[src/rtl/pipe_shifter.sv]
// Pipelined barrel shifter/rotator (LSL, LSR, ASR, ROL) with valid/ready flow control.
// Define SHIFTER_CARRY_EN to carry the last shifted-out bit to OUT_CARRY; FORMAL enables the property checks.
module pipe_shifter #(
  parameter int WIDTH   = 32,
  parameter int MID_REG = 1
) (
  input  logic                     CLK,
  input  logic                     N_RST,
  input  logic                     IN_VALID,
  output logic                     IN_READY,
  input  logic [WIDTH-1:0]         IN,
  input  logic [$clog2(WIDTH)-1:0] SHFT,
  input  logic [1:0]               OP,
  output logic                     OUT_VALID,
  input  logic                     OUT_READY,
  output logic [WIDTH-1:0]         OUT,
  output logic                     OUT_CARRY
);

  localparam int SW = $clog2(WIDTH);
  localparam int H  = (SW + 1) / 2;
  localparam int HB = SW - H;

  function automatic logic [WIDTH-1:0] bit_rev(input logic [WIDTH-1:0] d);
    return {<<{d}};
  endfunction

  // Left shift by k; vacated low bits take the wrapped-out bits (rotate) or the fill bit.
  function automatic logic [WIDTH-1:0] shl_stage(input logic [WIDTH-1:0] d, input int k,
                                                 input logic fill, input logic rot);
    logic [WIDTH-1:0] low;
    low = rot ? (d >> (WIDTH - k)) : ({WIDTH{fill}} & ~({WIDTH{1'b1}} << k));
    return (d << k) | low;
  endfunction

`ifdef SHIFTER_CARRY_EN
  // Last bit leaving the top of d when shifted left by k.
  function automatic logic out_bit(input logic [WIDTH-1:0] d, input int k);
    logic [WIDTH-1:0] t;
    t = d >> (WIDTH - k);
    return t[0];
  endfunction
`endif

  logic             vld_p0;
  logic [WIDTH-1:0] dat_p0;
  logic [SW-1:0]    shft_p0;
  logic [1:0]       op_p0;
  logic             adv_p0;

  logic             vld_p2;
  logic [WIDTH-1:0] dat_p2;
  logic             ld_p2;

  logic [WIDTH-1:0] fr_dat;
  logic             fr_fill;
  logic             fr_rot;
  logic             fr_rev;

  logic             m_vld;
  logic [WIDTH-1:0] m_dat;
  logic [HB-1:0]    m_shft;
  logic             m_fill;
  logic             m_rot;
  logic             m_rev;

  logic [WIDTH-1:0] bk_dat;
  logic [WIDTH-1:0] res;

`ifdef SHIFTER_CARRY_EN
  logic             fr_cry;
  logic             m_cry;
  logic             bk_cry;
  logic             cry_p2;
`endif

  assign IN_READY = !vld_p0 || adv_p0;
  assign ld_p2    = !vld_p2 || OUT_READY;

  // ---- stage p0: input register, loaded only on handshake ----
  always_ff @(posedge CLK or negedge N_RST) begin
    if (!N_RST) begin
      vld_p0  <= 1'b0;
      dat_p0  <= '0;
      shft_p0 <= '0;
      op_p0   <= '0;
    end else if (IN_READY) begin
      vld_p0 <= IN_VALID;
      if (IN_VALID) begin
        dat_p0  <= IN;
        shft_p0 <= SHFT;
        op_p0   <= OP;
      end
    end
  end

  // Right shifts run as left shifts on the bit-reversed operand; rotate is never reversed.
  always_comb begin
    logic [SW-1:0] s;
    fr_rev  = op_p0[1] ^ op_p0[0];
    fr_rot  = &op_p0;
    fr_fill = (op_p0 == 2'b10) & dat_p0[WIDTH-1];
    fr_dat  = fr_rev ? bit_rev(dat_p0) : dat_p0;
`ifdef SHIFTER_CARRY_EN
    fr_cry  = 1'b0;
`endif
    s = shft_p0;
    for (int j = 0; j < H; j++) begin
      if (s[0]) begin
`ifdef SHIFTER_CARRY_EN
        fr_cry = out_bit(fr_dat, 1 << j);
`endif
        fr_dat = shl_stage(fr_dat, 1 << j, fr_fill, fr_rot);
      end
      s = s >> 1;
    end
  end

  // ---- stage p1: optional mid-pipeline register after the low half of the mux stages ----
  generate
    if (MID_REG != 0) begin : g_mid
      logic             vld_p1;
      logic [WIDTH-1:0] dat_p1;
      logic [HB-1:0]    shft_p1;
      logic             fill_p1;
      logic             rot_p1;
      logic             rev_p1;
      logic             ld_p1;
`ifdef SHIFTER_CARRY_EN
      logic             cry_p1;
`endif

      assign ld_p1  = !vld_p1 || ld_p2;
      assign adv_p0 = ld_p1;

      always_ff @(posedge CLK or negedge N_RST) begin
        if (!N_RST) begin
          vld_p1  <= 1'b0;
          dat_p1  <= '0;
          shft_p1 <= '0;
          fill_p1 <= 1'b0;
          rot_p1  <= 1'b0;
          rev_p1  <= 1'b0;
`ifdef SHIFTER_CARRY_EN
          cry_p1  <= 1'b0;
`endif
        end else if (ld_p1) begin
          vld_p1 <= vld_p0;
          if (vld_p0) begin
            dat_p1  <= fr_dat;
            shft_p1 <= shft_p0[SW-1:H];
            fill_p1 <= fr_fill;
            rot_p1  <= fr_rot;
            rev_p1  <= fr_rev;
`ifdef SHIFTER_CARRY_EN
            cry_p1  <= fr_cry;
`endif
          end
        end
      end

      assign m_vld  = vld_p1;
      assign m_dat  = dat_p1;
      assign m_shft = shft_p1;
      assign m_fill = fill_p1;
      assign m_rot  = rot_p1;
      assign m_rev  = rev_p1;
`ifdef SHIFTER_CARRY_EN
      assign m_cry  = cry_p1;
`endif
    end else begin : g_nomid
      assign adv_p0 = ld_p2;
      assign m_vld  = vld_p0;
      assign m_dat  = fr_dat;
      assign m_shft = shft_p0[SW-1:H];
      assign m_fill = fr_fill;
      assign m_rot  = fr_rot;
      assign m_rev  = fr_rev;
`ifdef SHIFTER_CARRY_EN
      assign m_cry  = fr_cry;
`endif
    end
  endgenerate

  always_comb begin
    logic [HB-1:0] s;
    bk_dat = m_dat;
`ifdef SHIFTER_CARRY_EN
    bk_cry = m_cry;
`endif
    s = m_shft;
    for (int j = H; j < SW; j++) begin
      if (s[0]) begin
`ifdef SHIFTER_CARRY_EN
        bk_cry = out_bit(bk_dat, 1 << j);
`endif
        bk_dat = shl_stage(bk_dat, 1 << j, m_fill, m_rot);
      end
      s = s >> 1;
    end
    res = m_rev ? bit_rev(bk_dat) : bk_dat;
  end

  // ---- stage p2: output register, held while the consumer stalls ----
  always_ff @(posedge CLK or negedge N_RST) begin
    if (!N_RST) begin
      vld_p2 <= 1'b0;
      dat_p2 <= '0;
`ifdef SHIFTER_CARRY_EN
      cry_p2 <= 1'b0;
`endif
    end else if (ld_p2) begin
      vld_p2 <= m_vld;
      if (m_vld) begin
        dat_p2 <= res;
`ifdef SHIFTER_CARRY_EN
        cry_p2 <= bk_cry;
`endif
      end
    end
  end

  assign OUT_VALID = vld_p2;
  assign OUT       = dat_p2;
`ifdef SHIFTER_CARRY_EN
  assign OUT_CARRY = cry_p2;
`else
  assign OUT_CARRY = 1'b0;
`endif

`ifdef FORMAL
  function automatic logic [WIDTH-1:0] ref_shift(input logic [WIDTH-1:0] d,
                                                 input logic [SW-1:0] s, input logic [1:0] op);
    int si;
    si = int'(s);
    case (op)
      2'b00:   return d << si;
      2'b01:   return d >> si;
      2'b10:   return $signed(d) >>> si;
      default: return (si == 0) ? d : ((d << si) | (d >> (WIDTH - si)));
    endcase
  endfunction

  logic [WIDTH-1:0] ref_p1;
  logic [WIDTH-1:0] ref_p2;

  always_ff @(posedge CLK or negedge N_RST) begin
    if (!N_RST) begin
      ref_p1 <= '0;
      ref_p2 <= '0;
    end else begin
      if (adv_p0 && vld_p0) ref_p1 <= ref_shift(dat_p0, shft_p0, op_p0);
      if (ld_p2 && m_vld)
        ref_p2 <= (MID_REG != 0) ? ref_p1 : ref_shift(dat_p0, shft_p0, op_p0);
    end
  end

  a_equiv: assert property (@(posedge CLK) disable iff (!N_RST) OUT_VALID |-> (OUT == ref_p2));
  a_stall: assert property (@(posedge CLK) disable iff (!N_RST)
                            (OUT_VALID && !OUT_READY) |=> (OUT_VALID && $stable(OUT) && $stable(OUT_CARRY)));
`endif

endmodule

[config.mk]
export PLATFORM = sky130hd
export DESIGN_NAME = pipe_shifter
export DESIGN_NICKNAME = d
export VERILOG_FILES = /design/src/rtl/pipe_shifter.sv
export SDC_FILE = /design/constraint.sdc
export NUM_CORES = 1
export LEC_CHECK = 0
export ABC_AREA = 1
export BUFFER_PORTS_ARGS = -buffer_cell sky130_fd_sc_hd__buf_4
export CAP_MARGIN = 20
export CORE_AREA = 2 2 111 113
export CTS_CLUSTER_SIZE = 30
export DETAILED_ROUTE_END_ITERATION = 10
export DIE_AREA = 0 0 113 115
export HOLD_SLACK_MARGIN = 0.02
export PLACE_DENSITY = 0.8
export SLEW_MARGIN = 20
export SYNTH_ARGS = -nofsm -noshare
export SYNTH_HDL_FRONTEND = slang
export SYNTH_SLANG_ARGS = --single-unit
[constraint.sdc]
create_clock -name CLK -period 3.3 [get_ports CLK]
set_input_delay 0.495 -clock CLK [delete_from_list [all_inputs] [get_ports CLK]]
set_output_delay 0.495 -clock CLK [all_outputs]
set_load 0.005 [all_outputs]
### Word level (Yosys, flattened, before mapping)

Index checks and enable logic that the tools add are counted.
W data, S select, Z words.

| storage, ports and cells | value |
|---|---|
| bits in latches | 0 |
| memories kept | 0 |
| input port bits | 43 |
| register bits after elaboration | 111 |
| memory bits (writable) | 0 |
| logic and storage cells | 42 |
| memory bits (read-only) | 0 |
| output and inout bits | 35 |

| cells by class | value |
|---|---|
| reduce and logical (&&, ||, !) cells | 10 |
| multiply operators | 0 |
| order comparisons | 0 |
| shift operators | 0 |
| add/subtract/negate cells | 0 |
| mux-type cells | 12 |
| div/mod/pow operators | 0 |
| equal/unequal tests | 1 |
| bitwise logic cells | 7 |

Operators with widths:

| cell | number |
|---|---|
| $mux W32 | 7 |
| $or A32 B1 Y32 | 1 |
| $or A32 B16 Y32 | 1 |
| $or A32 B2 Y32 | 1 |
| $or A32 B4 Y32 | 1 |
| $or A32 B8 Y32 | 1 |
| $mux W16 | 1 |
| $mux W8 | 1 |
| $reduce_and A2 Y1 | 4 |
| $mux W4 | 1 |
| $logic_not A1 Y1 | 3 |
| $logic_or A1 B1 Y1 | 3 |
| $eq A2 B2 Y1 const B | 1 |
| $mux W2 | 1 |
| $and A1 B1 Y1 | 1 |
| $mux W1 | 1 |
| $xor A1 B1 Y1 | 1 |

### Longest topological paths before layout

Gate-level depths: netlist of run 1.

| depth | value |
|---|---|
| word-level depth | 11 |
| gate-level depth with buffers | 12 |
| depth with buffers taken out | 12 |

### Least setup slack after synthesis of run 1

Ideal clock, no wire load.

| path | value |
|---|---|
| path kind | reg-to-reg |
| start | reg op_p0[0] |
| end | reg g_mid.dat_p1[19] |
| stages on the path, launching flop included | 10 |
| data arrival time | 1527 ps |
| setup slack | 1707 ps |
| period minus slack after synthesis | 1593 ps |
| required time | 3234 ps |
| library setup time | 66 ps |
| buffers on the path | 2 |
| path through | dfrtp_1 > inv_1 > ha_1 > buf_6 > buf_2 > o211ai_1 > nand3_1 > nand3_1 > nand3_1 > nand2_1 |

| between the ends | value |
|---|---|
| word-level cells in the longest chain between the ends | 8 |

Ends and longest elaborated chain:

| element | line | source |
|---|---|---|
| start, declared | 48 | `logic [1:0] op_p0;` |
| start signal, assigned | 86 | `op_p0 <= '0;` |
| start signal, assigned | 92 | `op_p0 <= OP;` |
| $xor A1 B1 Y1 (*) | 100 | `fr_rev = op_p0[1] ^ op_p0[0];` |
| $mux W32 (*) | 103 | `fr_dat = fr_rev ? bit_rev(dat_p0) : dat_p0;` |
| $or A32 B1 Y32 | 33 | `return (d << k) \| low;` |
| $mux W32 (*) | 109 | `if (s[0]) begin` |
| $or A32 B2 Y32 | 33 |  |
| $mux W32 (*) | 109 |  |
| $or A32 B4 Y32 | 33 |  |
| $mux W32 (*) | 109 |  |
| end signal, assigned | 150 | `dat_p1 <= fr_dat;` |
| end, declared | 123 | `logic [WIDTH-1:0] dat_p1;` |

Mark *: on every way between the ends. The rest lies on a longest branch, timed or not.
A chain may end at the register's enable or synchronous reset.

### Final worst setup path of run 1

| path | value |
|---|---|
| start | reg op_p0[1] |
| end | reg g_mid.dat_p1[3] |

| between the ends | value |
|---|---|
| word-level cells in the longest chain between the ends | 9 |
| elaborated cells between the ends (all ways) | 12 |
| classes of those cells | eq/ne: 1; mux: 5; bitwise: 5; reduce/logical: 1 |

Ends and longest elaborated chain:

| element | line | source |
|---|---|---|
| $xor A1 B1 Y1 | 100 |  |
| $mux W32 | 103 |  |
| $or A32 B1 Y32 | 33 |  |
| $mux W32 | 109 |  |
| $or A32 B2 Y32 | 33 |  |
| $mux W32 | 109 |  |
| $mux W4 | 32 | `low = rot ? (d >> (WIDTH - k)) : ({WIDTH{fill}} & ~({WIDTH{1'b1}} << k));` |
| $or A32 B4 Y32 | 33 |  |
| $mux W32 (*) | 109 |  |

Marked as above.

==> results of run 1 <==
[cells in the mapped netlist, types with 6 or more instances]
cell type and n:
a21oi_1 49, buf_2 23, o21ai_0 29, dfrtp_1 111, inv_1 38, or2_2 6
o211ai_1 28, nor2_1 34, buf_4 8, nand2_1 344, buf_1 6, clkbuf_1 24
nand3_1 231, mux2_2 12, o21ai_1 15
[power by group]
part	internal, µW	switching (µW)
Sequential	1860	371
Clock	614	523
Combinational	1260	2220
[metal layers]
metal | global-route usage [%] | routed length, µm
met1 | 40.45 | 7701
met3 | 3.268 | 966
met4 | 12.44 | 555
met5 | 0 | 0
met2 | 45.91 | 8128
[cell families (layout without fill, tap and decap cells)]
| group | after synthesis | in the layout | share of synthesized area, % |
|---|---|---|---|
| AOI/OAI and AO/OA | 122 | 122 | 9.907 |
| other | 1 | 1 | 0.05448 |
| DFF | 111 | 111 | 40.36 |
| adders and majority gates | 2 | 2 | 0.3635 |
| buffers and inverters | 112 | 151 | 7.508 |
| muxes | 19 | 19 | 3.072 |
| and+or+nand+nor | 622 | 622 | 38.74 |
[final timing paths]
path / from / endpoint / slack, ns / cells after the start
setup / recovery: op_p0[1] / g_mid.dat_p1[3] / 0.95 / 12
hold / removal: N_RST / g_mid.shft_p1[1] / 0.12 / 1
setup reg to reg: op_p0[1] / g_mid.dat_p1[3] / 0.95 / 12
hold reg to reg: OUT[31] / OUT[31] / 0.48 / 2
max in group asynchronous: N_RST / shft_p0[0] / 2.34 / 2
min in group CLK: IN[23] / dat_p0[23] / 0.35 / 2
[layout make-up]
| class | count | area, µm² |
|---|---|---|
| Clock buffer | 10 | 239.0 |
| Clock inverter | 6 | 66.31 |
| Fill cell | 1105 | 4115 |
| Inverter | 46 | 172.7 |
| Multi-Input combinational cell | 766 | 3588 |
| Sequential cell | 111 | 2778 |
| Tap cell | 147 | 183.9 |
| Timing Repair Buffer | 89 | 668.1 |
[registers in the layout, summed over array words and instances (netlist names)]
| signal | count |
|---|---|
| g_mid.dat_p1 | 32 |
| g_mid.rot_p1 | 1 |
| OUT | 32 |
| g_mid.fill_p1 | 1 |
| op_p0 | 2 |
| OUT_VALID | 1 |
| shft_p0 | 5 |
| vld_p0 | 1 |
| g_mid.shft_p1 | 2 |
| g_mid.rev_p1 | 1 |
| dat_p0 | 32 |
| g_mid.vld_p1 | 1 |
[per-stage QoR]
step           hold slack [ns]  setup WS [ns]  utilization (%)  area [µm²]
4_1_cts                 0.1523         0.9746            65.16        7696
5_1_grt                 0.1884         0.6296            65.16        7696
2_1_floorplan           0.1994          1.707                -        6883
3_3_place_gp            0.4546          1.062            62.57        7391
3_5_place_dp            0.4674         0.9999            62.57        7391
6_report                0.1249         0.9535            65.16        7696
==> reports/results.ini, run 1 <==
[power_and_ir_drop]
total_power_uw = 6840
power.density_mw_per_mm2 = 888.8
ir_worst_vdd_v = 0.0004301
power.leakage_uw = 0.003906

[route]
drt_first_pass_iters = 8
wire_per_inst_um = 14.77
num_vias = 6662
drt-initial-drc-count = 522
totalWireLength_um = 17350
routed_via_density = 5.670
drc = 8
antenna_left = 0

[logic_synthesis]
synthTopCellsByArea = dfrtp_1, nand2_1, nand3_1
postSynthAreaPerCell_um2 = 6.959
synth.ff_latch_count = 111
yosys_most_used_dff = dfrtp_1
synth_area_mm2 = 0.006883
synth_cell_types = 28
yosysTopAreaCellShare_pct = 40.36
synth_async_sr_flop_share_pct = 100.0
synth_edf_count = 0
yosysSeqAreaShare_pct = 40.36
ys_warn_count = 0
synth_top_area_cell = dfrtp_1
syn_nets = 1034
syn_inst = 989

[floorplan]
die_y_um = 115
ios = 78
die_w_um = 113
core_area_mm2 = 0.01181
dieArea_mm2 = 0.01300
initial_core_util_pct = 58.27
rows = 40

[global_routing]
grt_pass1_wl_um = 30240
grt.overflow.total = 0
antenna_found_initial = 0
grt_max_degree = 68
grtUsageTotal_pct = 28.87
grt_pass1_vias = 6127

[sta]
setup_viol = 0
slew_viol_final = 0
post-route-min-period_ns = 2.346
grt_setup_unrepaired = no
slew-limit-headroom_pct = 43.77
min_period_over_period_pct = 71.11
clock_skew_ns = 0.007739
worst_slew_pin_slew_ns = 0.8382
fin_setup_tns_ns = 0
max_freq_mhz = 426.2
hold_viol = 0

[clock_network]
postCtsSetupBuffers = 0
cts_tree = yes
root_buffer = clkbuf_16
numCtsBuffers = 9
clock_latency_ns = 0.36
cts.sink_count = 111
htreeDepth = 3
clk_pin_slew_ns = 0.08
cts_resized = 0
hold_buffers = 0
cts_buffer_depth = 2

[run_status]
status = finished, violations left
violations = design-rule violations

[critical_path]
critPathCaptureType = flop
critPathMaxFanout = 67
path_delay_family = simple AND/OR/NAND/NOR gates
crit_slowest_cell = buf_4
start_kind = flop
path_buf_inv = 2
worstPathArrival_ns = 2.65
crit_path_max_incr_delay_ns = 0.45
path_cells = ha_1 > buf_4 > inv_1 > nand2_1 > nand2_1 > nand2_1 > nand3_1 > nand2_1 > nand2_1 > nand2_1 > nand3_1 > nand2_1
crit_top_cell = nand2_1
required_ns = 3.60
critPathKind = flop to flop

[placed_design]
port_buffers = 76
dp_hpwl_um = 12790
gp_congestion = 1.016
dp_cells = 1159

[layout]
fin_cells = 1175
mostFrequentLayoutCells = nand2_1, nand3_1, dfrtp_1
final_common_cell = nand2_1
diodes = 0
syn_to_final_growth_pct = 11.82
drive_above_1_share_pct = 13.04
fin_nets = 1068

[worst_hold_path]
min_path_type = primary input to async pin

[run]
maxCapViolCount = 0

Power figures use the tool's default switching activity.
==> run 2: changes to the inputs <==
--- a/config.mk
+++ b/config.mk
@@ -8,12 +8,12 @@
 export ABC_AREA = 1
 export BUFFER_PORTS_ARGS = -buffer_cell sky130_fd_sc_hd__buf_4
 export CAP_MARGIN = 20
-export CORE_AREA = 2 2 111 113
+export CORE_AREA = 2 2 112 114
 export CTS_CLUSTER_SIZE = 30
 export DETAILED_ROUTE_END_ITERATION = 10
-export DIE_AREA = 0 0 113 115
+export DIE_AREA = 0 0 114 116
 export HOLD_SLACK_MARGIN = 0.02
-export PLACE_DENSITY = 0.8
+export PLACE_DENSITY = 0.78
 export SLEW_MARGIN = 20
 export SYNTH_ARGS = -nofsm -noshare
 export SYNTH_HDL_FRONTEND = slang
==> constraint.sdc (replaced) <==
create_clock -name CLK -period 2.3 [get_ports CLK]
set_input_delay 0.345 -clock CLK [delete_from_list [all_inputs] [get_ports CLK]]
set_output_delay 0.345 -clock CLK [all_outputs]
set_load 0.005 [all_outputs]
==> run 2 against run 1 <==
Against the previous run:
- the flow now finishes without violations
- final cell count rose by 0.26%
- fmax rose by 21%
- critical path depth fell by 1
- sequential power rose by 43%
- total power rose by 43%
- setup slack got worse by 0.59 ns
- critical endpoint is now g_mid.dat_p1[2]
- largest power group unchanged
==> reports/results.ini, run 2 (synthesis results as in run 1) <==
[run_status]
status = finished, final reports clean

[clock_network]
cts_resized = 0  ; unchanged
numCtsBuffers = 9  ; unchanged
cts_tree = yes
htreeDepth = 3  ; unchanged
cts_buffer_depth = 2  ; unchanged
postCtsSetupBuffers = 0  ; unchanged
clock_latency_ns = 0.36  ; about the same
root_buffer = clkbuf_16
clk_pin_slew_ns = 0.07  ; about the same
cts.sink_count = 111  ; unchanged

[floorplan]
initial_core_util_pct = 57.78  ; -0.49 points
ios = 78  ; unchanged
dieArea_mm2 = 0.01322  ; +1.8%
core_area_mm2 = 0.01191  ; +0.85%
die_w_um = 114  ; +0.88%
rows = 40  ; unchanged
die_y_um = 116  ; +0.87%

[worst_hold_path]
hold_path_depth = 2
min_path_type = primary input to flop
worstHoldStart = IN[30]
hold_end = dat_p0[30]

[route]
drt_first_pass_iters = 5  ; -3
totalWireLength_um = 17330  ; -0.13%
num_vias = 6709  ; +0.71%
antenna_left = 0  ; unchanged
routed_via_density = 5.695  ; +0.45%
drt-initial-drc-count = 581  ; +11%
wire_per_inst_um = 14.71  ; -0.39%
drc = 0  ; -8

[sta]
clock_skew_ns = 0.004602  ; -0.003136 ns
slew-limit-headroom_pct = 42.23  ; -1.5 points
max_freq_mhz = 515.6  ; +21%
hold_viol = 0  ; unchanged
setup_viol = 0  ; unchanged
min_period_over_period_pct = 84.33  ; +13 points
slew_viol_final = 0  ; unchanged
post-route-min-period_ns = 1.940  ; -0.4069 ns
grt_setup_unrepaired = no
worst_slew_pin_slew_ns = 0.8612  ; +0.02299 ns
setup_slack_ns = 0.3604  ; -0.5931 ns
fin_setup_tns_ns = 0  ; unchanged

[layout]
mostFrequentLayoutCells = nand2_1, nand3_1, dfrtp_1
multi_input_area_mm2 = 0.003588  ; unchanged
diodes = 0  ; unchanged
fill_cells = 1103  ; -0.18%
fin_nets = 1071  ; +0.28%
final_common_cell = nand2_1
fin_cells = 1178  ; +0.26%
regArea_mm2 = 0.002778  ; unchanged
syn_to_final_growth_pct = 12.32
drive_above_1_share_pct = 13.09  ; +0.059 points

[run]
maxCapViolCount = 0  ; unchanged

[critical_path]
rr_startpoint = op_p0[0]
reg2reg_to = g_mid.dat_p1[2]
critPathMaxFanout = 13  ; -81%
ff2ff_path_depth = 11  ; -1
required_ns = 2.60  ; -1.00 ns
start_kind = flop
r2r_slack_ns = 0.36  ; -0.59 ns
critPathKind = flop to flop
critPathCaptureType = flop
worstPathArrival_ns = 2.24  ; -0.41 ns

[placed_design]
dp_hpwl_um = 12550  ; -1.9%
gp_congestion = 1.001  ; -1.5%
dp_cells = 1161  ; +0.17%
port_buffers = 76  ; unchanged
dp_slack_ns = 0.4305  ; -0.5694 ns

[power_and_ir_drop]
ir_worst_vdd_v = 0.0005868  ; +36%
power.leakage_uw = 0.003918  ; +0.31%
power.density_mw_per_mm2 = 1267  ; +43%
total_power_uw = 9794  ; +43%

[global_routing]
grt.overflow.total = 0  ; unchanged
antenna_found_initial = 0  ; unchanged
grt_pass1_wl_um = 28950  ; -4.3%
grtUsageTotal_pct = 27.56  ; -1.3 points
grt_pass1_vias = 5836  ; -4.7%
grt_max_degree = 80  ; +18%

[run 2: layout make-up]
| type | instances | area share, % |
|---|---|---|
| Clock buffer | 10 | 2.962 |
| Clock inverter | 6 | 0.7930 |
| Sequential cell | 111 | 35.93 |
| Multi-Input combinational cell | 766 | 46.42 |
| Timing Repair Buffer | 92 | 9.290 |
| Inverter | 46 | 2.233 |
| Tap cell | 147 | 2.379 |
[run 2: where the power goes]
part	switching [µW]	internal (µW)
Clock	731	842
Combinational	3200	1840
Sequential	512	2670
Total	4440	5350
[run 2: worst max-delay path, cell delays in order (launching register included)]
cell and delay [ns]:
dfrtp_1 0.35, inv_1 0.06, ha_1 0.35, inv_1 0.32, nand2_1 0.15, nand3_1 0.13
nand3_1 0.08, nand2_1 0.13, nand2_1 0.07, nand2_1 0.07, nand3_1 0.09, nand2_1 0.09
[run 2: repair_timing]
| item | CTS | global route |
|---|---|---|
| hold buffers | 1 | 0 |
| endpoints found under the hold margin | 32 | 0 |
| endpoints found under the setup margin | 0 | 0 |
[run 2: worst max path at each step]
| stage | startpoint | endpoint | slack [ns] |
|---|---|---|---|
| 3_5_place_dp | op_p0[0] | g_mid.dat_p1[10] | 0.43 |
| 5_1_grt | op_p0[0] | g_mid.dat_p1[2] | 0.16 |
| 4_1_cts | op_p0[0] | g_mid.dat_p1[2] | 0.39 |
| 2_1_floorplan | op_p0[0] | g_mid.dat_p1[19] | 0.71 |
| 3_3_place_gp | op_p0[0] | g_mid.dat_p1[17] | 0.47 |
| 6_report | op_p0[0] | g_mid.dat_p1[2] | 0.36 |
[run 2: stage by stage]
stage                     instance area [µm²]  hold slack [ns]  util, %
after floorplan                          6883          0.04941        -
after global placement                   7431           0.3121    62.38
after detailed placement                 7431           0.3124    62.38
after CTS                                7731           0.1856    64.91
after global routing                     7731           0.1948    64.91
final                                    7731           0.1921    64.91
[run 2: layer usage]
| layer | GRT usage, % | part of all wire, % |
|---|---|---|
| met2 | 43.33 | 46 |
| met1 | 38.74 | 45 |
| met3 | 3.609 | 5.7 |
| met4 | 11.54 | 2.9 |
| met5 | 0 | 0 |
